[src/rtl/cpu_pkg.sv]
// Shared types and encodings for the multi-cycle CPU sequencer.
// Phase states, latched instruction class and datapath mux selects live here.
package cpu_pkg;

    typedef enum logic [2:0] {
        ST_IDLE      = 3'd0,
        ST_FETCH     = 3'd1,
        ST_DECODE    = 3'd2,
        ST_EXECUTE   = 3'd3,
        ST_MEMORY    = 3'd4,
        ST_WRITEBACK = 3'd5,
        ST_HALT      = 3'd6,
        ST_FAULT     = 3'd7
    } state_e;

    typedef enum logic [2:0] {
        CLS_ALU    = 3'd0,
        CLS_LOAD   = 3'd1,
        CLS_STORE  = 3'd2,
        CLS_BRANCH = 3'd3,
        CLS_HALT   = 3'd4
    } class_e;

    localparam logic PC_SRC_SEQ    = 1'b0;
    localparam logic PC_SRC_BRANCH = 1'b1;
    localparam logic ADDR_SEL_PC   = 1'b0;
    localparam logic ADDR_SEL_ALU  = 1'b1;

    // Decoder flags may overlap; halt wins, then branch, store, load, plain ALU.
    function automatic class_e decode_class(input logic halt, input logic branch,
                                            input logic store, input logic load);
        if (halt)        return CLS_HALT;
        else if (branch) return CLS_BRANCH;
        else if (store)  return CLS_STORE;
        else if (load)   return CLS_LOAD;
        else             return CLS_ALU;
    endfunction

endpackage

[src/rtl/multicycle_sequencer_watchdog.sv]
// Counts consecutive cycles spent waiting on memory; flags the cycle in
// which the wait reaches TIMEOUT so the sequencer can abandon the access.
module mem_watchdog #(
    parameter int TIMEOUT = 15
) (
    input  logic clock,
    input  logic reset,
    input  logic waiting,
    input  logic clear,
    output logic expired
);

    logic [7:0] count_q;
    logic [7:0] count_d;

    always_comb begin
        count_d = count_q;
        if (clear) begin
            count_d = 8'd0;
        end else if (waiting && count_q != 8'hFF) begin
            count_d = count_q + 8'd1;
        end
    end

    always_ff @(posedge clock or posedge reset) begin
        if (reset) begin
            count_q <= 8'd0;
        end else begin
            count_q <= count_d;
        end
    end

    // count_q holds the waits already seen, so this cycle is wait number count_q+1.
    assign expired = waiting && (count_q == 8'(TIMEOUT - 1));

endmodule

[src/rtl/multicycle_sequencer.sv]
// Multi-cycle control FSM: steps the datapath through fetch/decode/execute/
// memory/writeback, stalling on mem_ready and faulting on a memory timeout.
module multicycle_sequencer #(
    parameter int COUNT_WIDTH = 32,
    parameter int MEM_TIMEOUT = 15
) (
    input  logic                   clock,
    input  logic                   reset,
    input  logic                   start,
    input  logic                   mem_ready,
    input  logic                   is_load,
    input  logic                   is_store,
    input  logic                   is_branch,
    input  logic                   is_halt,
    input  logic                   alu_zero,
    output logic                   pc_write,
    output logic                   pc_src,
    output logic                   ir_write,
    output logic                   mem_addr_sel,
    output logic                   mem_read,
    output logic                   mem_write,
    output logic                   regfile_write,
    output logic                   mem_to_reg,
    output logic                   busy,
    output logic                   halted,
    output logic                   fault,
    output logic [COUNT_WIDTH-1:0] cycle_count,
    output logic [COUNT_WIDTH-1:0] instr_count
);
    import cpu_pkg::*;

    state_e                 state_q, state_d;
    class_e                 class_q, class_d;
    logic                   retire;
    logic                   waiting;
    logic                   expired;
    logic                   wd_clear;
    logic [COUNT_WIDTH-1:0] cycle_count_q, instr_count_q;

    assign waiting  = (state_q == ST_FETCH || state_q == ST_MEMORY) && !mem_ready;
    assign wd_clear = !waiting || (state_d != state_q);

    mem_watchdog #(.TIMEOUT(MEM_TIMEOUT)) u_watchdog (
        .clock   (clock),
        .reset   (reset),
        .waiting (waiting),
        .clear   (wd_clear),
        .expired (expired)
    );

    // Enables are decoded straight from the current phase so reset clears them at once.
    always_comb begin
        state_d       = state_q;
        class_d       = class_q;
        retire        = 1'b0;
        pc_write      = 1'b0;
        pc_src        = PC_SRC_SEQ;
        ir_write      = 1'b0;
        mem_addr_sel  = ADDR_SEL_PC;
        mem_read      = 1'b0;
        mem_write     = 1'b0;
        regfile_write = 1'b0;
        mem_to_reg    = 1'b0;
        case (state_q)
            ST_IDLE: begin
                if (start) state_d = ST_FETCH;
            end
            ST_FETCH: begin
                mem_read     = 1'b1;
                mem_addr_sel = ADDR_SEL_PC;
                if (mem_ready) begin
                    ir_write = 1'b1;
                    pc_write = 1'b1;
                    pc_src   = PC_SRC_SEQ;
                    state_d  = ST_DECODE;
                end else if (expired) begin
                    state_d = ST_FAULT;
                end
            end
            ST_DECODE: begin
                class_d = decode_class(is_halt, is_branch, is_store, is_load);
                state_d = (class_d == CLS_HALT) ? ST_HALT : ST_EXECUTE;
            end
            ST_EXECUTE: begin
                case (class_q)
                    CLS_BRANCH: begin
                        pc_src   = PC_SRC_BRANCH;
                        pc_write = alu_zero;
                        retire   = 1'b1;
                        state_d  = ST_FETCH;
                    end
                    CLS_LOAD, CLS_STORE: state_d = ST_MEMORY;
                    default:             state_d = ST_WRITEBACK;
                endcase
            end
            ST_MEMORY: begin
                mem_addr_sel = ADDR_SEL_ALU;
                mem_read     = (class_q == CLS_LOAD);
                mem_write    = (class_q == CLS_STORE);
                if (mem_ready) begin
                    if (class_q == CLS_STORE) begin
                        retire  = 1'b1;
                        state_d = ST_FETCH;
                    end else begin
                        state_d = ST_WRITEBACK;
                    end
                end else if (expired) begin
                    state_d = ST_FAULT;
                end
            end
            ST_WRITEBACK: begin
                regfile_write = 1'b1;
                mem_to_reg    = (class_q == CLS_LOAD);
                retire        = 1'b1;
                state_d       = ST_FETCH;
            end
            ST_HALT:  state_d = ST_HALT;
            ST_FAULT: state_d = ST_FAULT;
            default:  state_d = ST_IDLE;
        endcase
    end

    always_ff @(posedge clock or posedge reset) begin
        if (reset) begin
            state_q       <= ST_IDLE;
            class_q       <= CLS_ALU;
            cycle_count_q <= '0;
            instr_count_q <= '0;
        end else begin
            state_q <= state_d;
            class_q <= class_d;
            if (busy && cycle_count_q != '1) cycle_count_q <= cycle_count_q + 1'b1;
            if (retire && instr_count_q != '1) instr_count_q <= instr_count_q + 1'b1;
        end
    end

    assign busy        = !(state_q == ST_IDLE || state_q == ST_HALT || state_q == ST_FAULT);
    assign halted      = (state_q == ST_HALT);
    assign fault       = (state_q == ST_FAULT);
    assign cycle_count = cycle_count_q;
    assign instr_count = instr_count_q;

endmodule

[config.mk]
export PLATFORM = sky130hd
export DESIGN_NAME = multicycle_sequencer
export DESIGN_NICKNAME = d
export VERILOG_FILES = /design/src/rtl/cpu_pkg.sv /design/src/rtl/multicycle_sequencer_watchdog.sv /design/src/rtl/multicycle_sequencer.sv
export SDC_FILE = /design/constraint.sdc
export NUM_CORES = 1
export LEC_CHECK = 0
export CORE_ASPECT_RATIO = 0.7
export CORE_MARGIN = 1.5
export CORE_UTILIZATION = 52
export CTS_CLUSTER_DIAMETER = 30
export DETAILED_ROUTE_END_ITERATION = 10
export PLACE_DENSITY_LB_ADDON = 0.2
export SLEW_MARGIN = 10
export SYNTH_ARGS = -nofsm -noshare
export SYNTH_HDL_FRONTEND = slang
export SYNTH_HIERARCHICAL = 1
export SYNTH_SLANG_ARGS = --single-unit
[constraint.sdc]
create_clock -name clock -period 3.5 [get_ports clock]
set_input_delay 0.7 -clock clock [delete_from_list [all_inputs] [get_ports clock]]
set_output_delay 0.7 -clock clock [all_outputs]
set_load 0.01 [all_outputs]
Yosys cells after proc, flatten, opt, wreduce, memory -nomap -nowiden --
Index checks and enable logic that the tools add are counted.
Word-level totals: bits in registers 78, latch bits 0, bits in writable memories 0, bits in read-only memories 0, output and inout port bits 75, logic and storage cells 68, memories kept 0
Cells by class: add/sub/neg operators 3, $mul 0, div/mod/pow operators 0, magnitude comparators 0, equal/unequal tests 16, shift-type cells 0, multiplexer cells 29, bitwise gates (word level) 0, reduce and logical (&&, ||, !) cells 15
Operators with widths (count):
- 32-bit by 1-bit adder with 32-bit output, second input constant | 2
- 32-bit inequality test, second input constant | 2
- 3-bit 2-to-1 mux | 8
- 3-bit one-hot mux with 8 select lines | 1
- 8-bit 2-to-1 mux | 2
- 3-bit == test, second input constant | 5
- 3-bit by 2-bit == test with 1-bit output, second input constant | 4
- 1-bit 2-to-1 mux | 12
- 8-bit by 1-bit adder with 8-bit output, second input constant | 1
- 8-bit by 4-bit == test with 1-bit output, second input constant | 1
- 8-bit inequality test, second input constant | 1
- 3-bit by 1-bit == test with 1-bit output, second input constant | 2
- 3-bit one-hot mux with 2 select lines | 1
- 1-bit logical AND | 5
- 1-bit logical OR | 4
- 2-bit 2-to-1 mux | 2
- 1-bit one-hot mux with 2 select lines | 2
- 1-bit logical NOT | 3
- 3-bit logical NOT | 1
- 3-bit inequality test | 1
- 1-bit one-hot mux with 3 select lines | 1
- 2-bit nonzero test | 1
- 2-bit OR reduction | 1

Depth between registers and ports, before layout --
Gate-level depths: netlist of run 1.
depth in word-level cells 11, depth in mapped cells 8

Hierarchy --
Netlist of run 1, hierarchy kept.
Modules (own cells, without submodules):
- multicycle_sequencer | times used 1, cells an instance 371, area an instance 3827.4 µm², sequential area each 1751.7 µm²
- mem_watchdog | times used 1, cells an instance 52, area an instance 503.0 µm², sequential area each 200.2 µm²

Worst setup path after synthesis of run 1 --
OpenSTA, ideal clock, no wires.
kind flip-flop to flip-flop, from register state_q[2], to register u_watchdog.count_q[1], library setup time 0.128 ns, data arrival time 2.332 ns, required time 3.372 ns, path slack 1.040 ns, cell stages (with the launch flop) 9, buffers on the path 2, period minus slack after synthesis 2.460 ns, cells stage by stage dfrtp_1 buf_2 nand2b_1 a211oi_1 and4bb_2 nand2b_1 buf_4 and2b_1 mux2_1
On the way: word-level cells in the longest chain between the ends 10, elaborated cells between the ends (all ways) 22, classes of those cells eq/ne: 8; mux: 6; reduce/logical: 8
RTL lines:
- from (decl) | line multicycle_sequencer.sv:32 | state_e state_q, state_d;
- from (signal assigned) | line multicycle_sequencer.sv:130 | state_q <= state_d;
- 3-bit by 1-bit == test with 1-bit output / 3-bit == test (equally long branches) | line multicycle_sequencer.sv:40 | assign waiting = (state_q == ST_FETCH || state_q == ST_MEMORY) && !mem_ready;
- 1-bit logical OR * | line multicycle_sequencer.sv:40
- 1-bit logical AND * | line multicycle_sequencer.sv:40
- via waiting | line multicycle_sequencer.sv:35 | logic waiting;
- 1-bit logical AND * | line multicycle_sequencer_watchdog.sv:34 | assign expired = waiting && (count_q == 8'(TIMEOUT - 1));
- via expired | line multicycle_sequencer.sv:36 | logic expired;
- 3-bit 2-to-1 mux * | line multicycle_sequencer.sv:76, multicycle_sequencer.sv:107
- 3-bit 2-to-1 mux (on tied branches) | line multicycle_sequencer.sv:100, multicycle_sequencer.sv:71
- 3-bit one-hot mux with 8 select lines * | line multicycle_sequencer.sv:64 | case (state_q)
- 3-bit inequality test * | line multicycle_sequencer.sv:41 | assign wd_clear = !waiting || (state_d != state_q);
- 1-bit logical OR * | line multicycle_sequencer.sv:41
- via wd_clear | line multicycle_sequencer.sv:37 | logic wd_clear;
- 8-bit 2-to-1 mux / 2-bit nonzero test (equally long branches)
- to (signal assigned) | line multicycle_sequencer_watchdog.sv:29 | count_q <= count_d;
- to (decl) | line multicycle_sequencer_watchdog.sv:13 | logic [7:0] count_q;
Mark *: on every way through the listed nets, which the timed path passes. The rest lies on a longest branch. A chain may end at the register's enable or synchronous reset.

Worst setup path in the final report of run 1 --
from register state_q[0], to output port mem_read
On the way: word-level cells in the longest chain between the ends 2, elaborated cells between the ends (all ways) 3, classes of those cells eq/ne: 2; mux: 1
RTL lines:
- 3-bit == test / 3-bit by 1-bit == test with 1-bit output (equally long branches) | line multicycle_sequencer.sv:64
- 1-bit one-hot mux with 2 select lines * | line multicycle_sequencer.sv:64
- to (decl) | line multicycle_sequencer.sv:20 | output logic mem_read,
Every way passes the cells marked *; elsewhere a longest branch is shown, timed or not.

==> metrics.yaml, run 1 <==
run_status:
  status: "complete, but fails checks"
  violations: "design-rule violations"
clocking:
  cts_tree: "yes"
  path_clk_slew_ns: 0.06
  postCtsSetupBuffers: 0
  cts-hold-fix-buffers: 0
  clk_latency_ns: 0.34
  cts_max_level: 3
  cts.repair.resized: 0
  clock_sinks: 78
  cts_inserted_buffers: 9
  cts_max_path_buffers: 2
  cts-root-buf: "clkbuf_16"
sta:
  clock_skew_ns: 0.00656
  finalHoldViolCount: 0
  maxSlewViolCount: 0
  setup_tns_ns: 0
  setup_viol: 0
  finalCriticalPeriod_ns: 3.16
  fmax_ghz: 0.316
  relSlewSlack_pct: 50.5
  post-route-period-util_pct: 90.4
  grt_setup_unrepaired: "false"
  worst_pin_slew_ns: 0.741
yosys:
  ys_ff_latch: 78
  seq_area_frac_synth_pct: 45.1
  synthFlopType: "dfrtp_1"
  postSynthCellCount: 423
  yosysTopAreaCell: "dfrtp_1"
  synth_area_per_cell_um2: 10.2
  netlist_area_um2: 4330
  synth_area_leaders: "dfrtp_1, xor2_1, xnor2_1, nand3_1, nand4_1"
  yosysMostFrequentCell: "dfrtp_1"
  synth_top_area_share_pct: 45.1
  ys_warn_count: 6
  ys_types: 61
  synth_commonest_cells: "dfrtp_1, xor2_1, nand3_1"
  async_reset_ff_share_pct: 100
  synth_edf_count: 0
  syn_nets: 436
setup_path:
  cpPeakStageDelay_ns: 0.62
  cpMaxStageDelayCell: "or4b_2"
  timing.rr.end: "u_watchdog/count_q[1]$_DFFE_PP0P_"
  required_ns: 2.80
  crit_path_end_kind: "output pin"
  critical_path_arrival_ns: 2.46
  path_class: "flip-flop to output pin"
  cp-start-kind: "flip-flop"
  r2r_cells: 7
  critical_path_peak_fanout: 12
  crit_chain: "nand2b_1 > or4b_2 > a21oi_1 > clkdlybuf4s50_1"
  rrSetupSlack_ns: 1.06
  r2r-start: "state_q[0]$_DFF_PP0_"
pwr:
  ir_drop_mv: 0.380
  powerDensity_nw_per_um2: 542
  p_leak_uw: 0.00245
floorplanning:
  die_area_um2: 8890
  std_cell_rows: 27
  start_util_pct: 54.3
  die_x_um: 112
  io_pins: 84
  die_h_um: 79.4
  coreArea_um2: 7970
detailed_routing:
  drc_errors: 12
  ant_nets: 0
  drt_wl_total_mm: 10.2
  dr.pass1.iters: 7
  drt_iter0_markers: 243
  vias_per_cell: 5.85
  routedWlPerCell_um: 16.7
  vias: 3583
global_routing:
  antenna_found_initial: 0
  grt_max_degree: 37
  grtUsageTotal_pct: 24.5
  grt_pass1_vias: 3371
  gr-total-overflow: 0
  grt_pass1_wl_mm: 17.2
worst_hold_path:
  hold_start: "instr_count[12]$_DFFE_PP0P_"
  hold_class: "flip-flop to flip-flop"
  hold-path-cell-count: 1
  holdPathEnd: "instr_count[12]$_DFFE_PP0P_"
cells_and_area:
  diodes: 0
  areaGrowthSynthToFinish_pct: 28.4
  finalNetCount: 521
  fillers: 615
  fin_area_um2: 5560
  drive_above_1_share_pct: 9.77
place:
  dpl_cell_area_um2: 5250
  port-buffer-count: 83
  gp_congestion: 0.875
  dp_hpwl_mm: 7.26
flow_run:
  drv_cap: 0
placed cells by master (no fill, tap or decap), drive strengths merged, types with 2 or more instances in the layout:
cell / n
nand3: 29
nor3: 32
xor2: 36
nand4: 25
a21oi: 11
nand2b: 4
o211ai: 3
o31ai: 2
nor3b: 3
and4: 10
a31oi: 3
nor2b: 2
o21a: 2
a311oi: 2
xnor2: 23
mux2: 5
a211oi: 7
clkbuf: 11
dfrtp: 78
ha: 4
bufinv: 2
and2b: 2
buf: 5
and2: 7
clkdlybuf4s50: 83
or2: 2
nor4: 15
and3: 11
and3b: 3
o21ai: 5
a41oi: 4
inv: 14
nor4b: 2
nand2: 25
nor2: 25
how the worst max path moves through the flow:
stage | start | to | slack, ns | depth (start not counted)
4_1_cts | state_q[0]$_DFF_PP0_ | mem_read | 0.35 | 4
5_1_grt | state_q[0]$_DFF_PP0_ | mem_read | 0.27 | 4
6_report | state_q[0]$_DFF_PP0_ | mem_read | 0.34 | 4
3_5_place_dp | mem_ready | pc_write | 0.55 | 5
2_1_floorplan | reset | class_q[0]$_DFFE_PP0P_ | 1.03 | 1
3_3_place_gp | mem_ready | pc_write | 0.60 | 5
registers in the layout (all words and copies together) (netlist names):
name                flops
state_q                 3
u_watchdog/count_q      8
class_q                 3
instr_count            32
cycle_count            32
cells by family (layout without fill, tap and decap cells):
logic type / after synthesis / after routing / share of synthesized area (%)
and+or+nand+nor: 203 / 203 / 29.4
DFF: 78 / 78 / 45.1
xor gates and xnor gates: 59 / 59 / 11.9
AOI/OAI and AO/OA: 46 / 46 / 7.95
buffers and inverters: 28 / 117 / 3.15
muxes: 5 / 5 / 1.30
adders and majority gates: 4 / 4 / 1.16
cell type report:
cell class | count | area, um^2 | area share [%]
clock inverter | 4 | 72.6 | 1.31
sequential | 78 | 1950 | 35.1
clock buffer | 11 | 233 | 4.19
inverter | 14 | 52.6 | 0.945
timing repair buffer | 88 | 881 | 15.8
multi-input combinational | 317 | 2240 | 40.3
tap | 101 | 126 | 2.27
metal layers:
layer / wire length [um] / vias up / GRT usage (%)
li1: - / 1725 / -
met1: 4900 / 1725 / 35.4
met2: 4580 / 123 / 36.7
met3: 649 / 10 / 6.64
met4: 113 / 0 / 6.71
met5: 0 / - / 0
power breakdown:
group / switching [uW] / internal (uW)
Sequential: 188 / 1010
Combinational: 416 / 419
Clock: 362 / 620
per-stage QoR:
step	worst slack [ns]	power [uW]	hold WS (ns)	std cells	util (%)
after floorplan	1.03	1690	0.516	423	-
after global placement	0.597	2010	0.478	598	65.9
after detailed placement	0.555	2030	0.477	598	65.9
after CTS	0.348	3020	0.487	613	69.7
after global routing	0.265	3170	0.506	613	69.7
final	0.335	3010	0.487	613	69.7
worst max-delay path, delay by kind of cell (launching register included):
| family | cells | cell delay [ns] |
|---|---|---|
| compound gates | 1 | 0.17 |
| buf+inv | 1 | 0.56 |
| flops | 1 | 0.50 |
| simple gates | 2 | 0.89 |
Power figures use the tool's default switching activity.
==> run 2, diff against run 1 <==
--- a/config.mk
+++ b/config.mk
@@ -7,12 +7,11 @@
 export LEC_CHECK = 0
 export CORE_ASPECT_RATIO = 0.7
 export CORE_MARGIN = 1.5
-export CORE_UTILIZATION = 52
+export CORE_UTILIZATION = 40
 export CTS_CLUSTER_DIAMETER = 30
 export DETAILED_ROUTE_END_ITERATION = 10
 export PLACE_DENSITY_LB_ADDON = 0.2
-export SLEW_MARGIN = 10
+export SLEW_MARGIN = 20
 export SYNTH_ARGS = -nofsm -noshare
 export SYNTH_HDL_FRONTEND = slang
-export SYNTH_HIERARCHICAL = 1
 export SYNTH_SLANG_ARGS = --single-unit
==> metrics.yaml, run 2 <==
yosys:
  yosysTopAreaCell: "dfrtp_1"
  synth_area_per_cell_um2: 10.2
  synth_area_leaders: "dfrtp_1, xnor2_1, xor2_1, nand3_1, nand4_1"
  async_reset_ff_share_pct: 100
  synth_commonest_cells: "dfrtp_1, xnor2_1, nand2_1, nor2_1, xor2_1"
  synth_top_area_share_pct: 48.7
  synth_edf_count: 0
  netlist_area_um2: 4010
  postSynthCellCount: 394
  ys_ff_latch: 78
  ys_types: 49
  seq_area_frac_synth_pct: 48.7
  syn_nets: 407
  synthFlopType: "dfrtp_1"
  ys_warn_count: 0
  yosysMostFrequentCell: "dfrtp_1"
floorplanning:
  io_pins: 84
  die_x_um: 123
  coreArea_um2: 9720
  die_h_um: 86.8
  std_cell_rows: 30
  start_util_pct: 41.2
  die_area_um2: 10600
detailed_routing:
  vias_per_cell: 5.26
  drc_errors: 0
  routedWlPerCell_um: 14.5
  drt_iter0_markers: 141
  dr.pass1.iters: 4
  drt_wl_total_mm: 8.89
  ant_nets: 0
  vias: 3229
place:
  gp_congestion: 0.835
  port-buffer-count: 83
  dp_hpwl_mm: 6.40
  preCtsSetupSlack_ns: 0.693
pwr:
  p_sw_uw: 902
  sw_frac_of_total_pct: 32.3
  p_leak_uw: 0.00217
  ir_drop_mv: 0.314
  total_power_uw: 2790
  seq_power_share_pct: 43.3
  p_int_uw: 1890
  comb_power_share_pct: 26.9
  powerDensity_nw_per_um2: 530
  clockPowerShare_pct: 29.8
setup_path:
  path_class: "flip-flop to output pin"
  required_ns: 2.80
  r2r-start: "cycle_count[0]$_DFFE_PP0P_"
  cp-start-kind: "flip-flop"
  crit_family: "simple AND/OR/NAND/NOR gates"
  cp_num_buf_inv: 1
  crit_chain: "nand2b_1 > or4b_2 > a21oi_1 > clkdlybuf4s50_1"
  critical_path_peak_fanout: 14
  cpPeakStageDelay_ns: 0.62
  cpMaxStageDelayCell: "or4b_2"
  cp-startpoint: "state_q[0]$_DFF_PP0_"
  critical_path_arrival_ns: 2.43
  crit_path_end_kind: "output pin"
global_routing:
  grt_pass1_vias: 3101
  grt_pass1_wl_mm: 15.3
  grt_max_degree: 79
  grtUsageTotal_pct: 18.4
  antenna_found_initial: 0
  gr-total-overflow: 0
cells_and_area:
  final_cell_mix: "clkdlybuf4s50_1, dfrtp_1, xnor2_1"
  drive_above_1_share_pct: 7.20
  postLayoutCoreUtil_pct: 54.1
  fillers: 863
  areaGrowthSynthToFinish_pct: 31.1
  diodes: 0
  final_common_cell: "clkdlybuf4s50_1"
  finalNetCount: 494
clocking:
  path_clk_slew_ns: 0.06
  cts_inserted_buffers: 9
  cts_max_level: 3
  cts_max_path_buffers: 2
  cts-hold-fix-buffers: 0
  clock_sinks: 78
  clk_latency_ns: 0.33
  postCtsSetupBuffers: 0
  cts.repair.resized: 0
  cts_tree: "yes"
  cts-root-buf: "clkbuf_16"
sta:
  grt_setup_unrepaired: "false"
  postLayoutSetupSlackWorst_ns: 0.366
  setup_tns_ns: 0
  fmax_ghz: 0.319
  relSlewSlack_pct: 49.5
  setup_viol: 0
  maxSlewViolCount: 0
  worst_pin_slew_ns: 0.750
  clock_skew_ns: 0.00544
  finalHoldViolCount: 0
  finalCriticalPeriod_ns: 3.13
  post-route-period-util_pct: 89.6
worst_hold_path:
  hold_start: "instr_count[29]$_DFFE_PP0P_"
  hold_class: "flip-flop to flip-flop"
flow_run:
  drv_cap: 0
run_status:
  status: "finished, final reports clean"
[run 2: cell count changes after synthesis, moves of 6 or more]
cell,delta
nand2_1,+6
nor2_1,+7
nor3_1,-12
nor3_2,-6
xnor2_1,+10
and3_1,+7
[run 2: routing by layer]
metal,GRT usage [%],vias up,part of all wire [%]
met5,0,-,0
met4,6.13,0,0.62
met3,4.93,4,4.5
met2,26.1,90,43
met1,27.0,1552,51
li1,-,1583,-
[run 2: cell type report]
class                   count  area [um^2]  share of cell area (%)
clock buffers              10          229                    4.36
clock inverters             6         38.8                   0.738
inverters                  11         41.3                   0.785
multi-input cells         295         1970                    37.5
flip-flops and latches     78         1950                    37.1
well taps                 128          160                    3.05
repair buffers             86          866                    16.5
[run 2: worst reg2reg max path, stage by stage (launching register included)]
cell	delay, ns
dfrtp_1	0.40
ha_1	0.20
nand2_1	0.14
nor4_1	0.59
a31oi_1	0.39
mux2_2	0.37
[run 2: power by group through the flow]
| stage | Combinational (uW) | Clock (uW) | Sequential, uW |
|---|---|---|---|
| 2_1_floorplan | 465 | 0 | 1170 |
| 3_5_place_dp | 755 | 0 | 1220 |
| 5_1_grt | 834 | 910 | 1240 |
| 3_3_place_gp | 751 | 0 | 1210 |
| 4_1_cts | 761 | 862 | 1200 |
| 6_report | 750 | 831 | 1210 |
[run 2: final timing paths]
kind / end / slack [ns] / cells after the start
max reg2reg: cycle_count[1]$_DFFE_PP0P_ / 1.28 / 5
max in group asynchronous: u_watchdog.count_q[3]$_DFFE_PP0P_ / 2.40 / 3
min reg2reg: instr_count[29]$_DFFE_PP0P_ / 0.48 / 1
min in group asynchronous: instr_count[1]$_DFFE_PP0P_ / 0.78 / 3
min: instr_count[29]$_DFFE_PP0P_ / 0.48 / 1
max: mem_read / 0.37 / 4
[run 2: stage by stage]
stage	hold WS, ns	std cells	instance area [um^2]
finish	0.483	614	5260
global route	0.518	614	5260
CTS	0.488	614	5260
detailed placement	0.481	598	4990
global placement	0.472	598	4990
floorplan	0.511	394	4010
[run 2: logic make-up after synthesis]
family | after synthesis | share of synthesized area [%]
simple gates | 183 | 26.1
flops | 78 | 48.7
xor+xnor | 64 | 14.0
compound gates | 39 | 6.43
buf+inv | 21 | 2.15
mux | 5 | 1.40
fa+ha+maj | 4 | 1.25
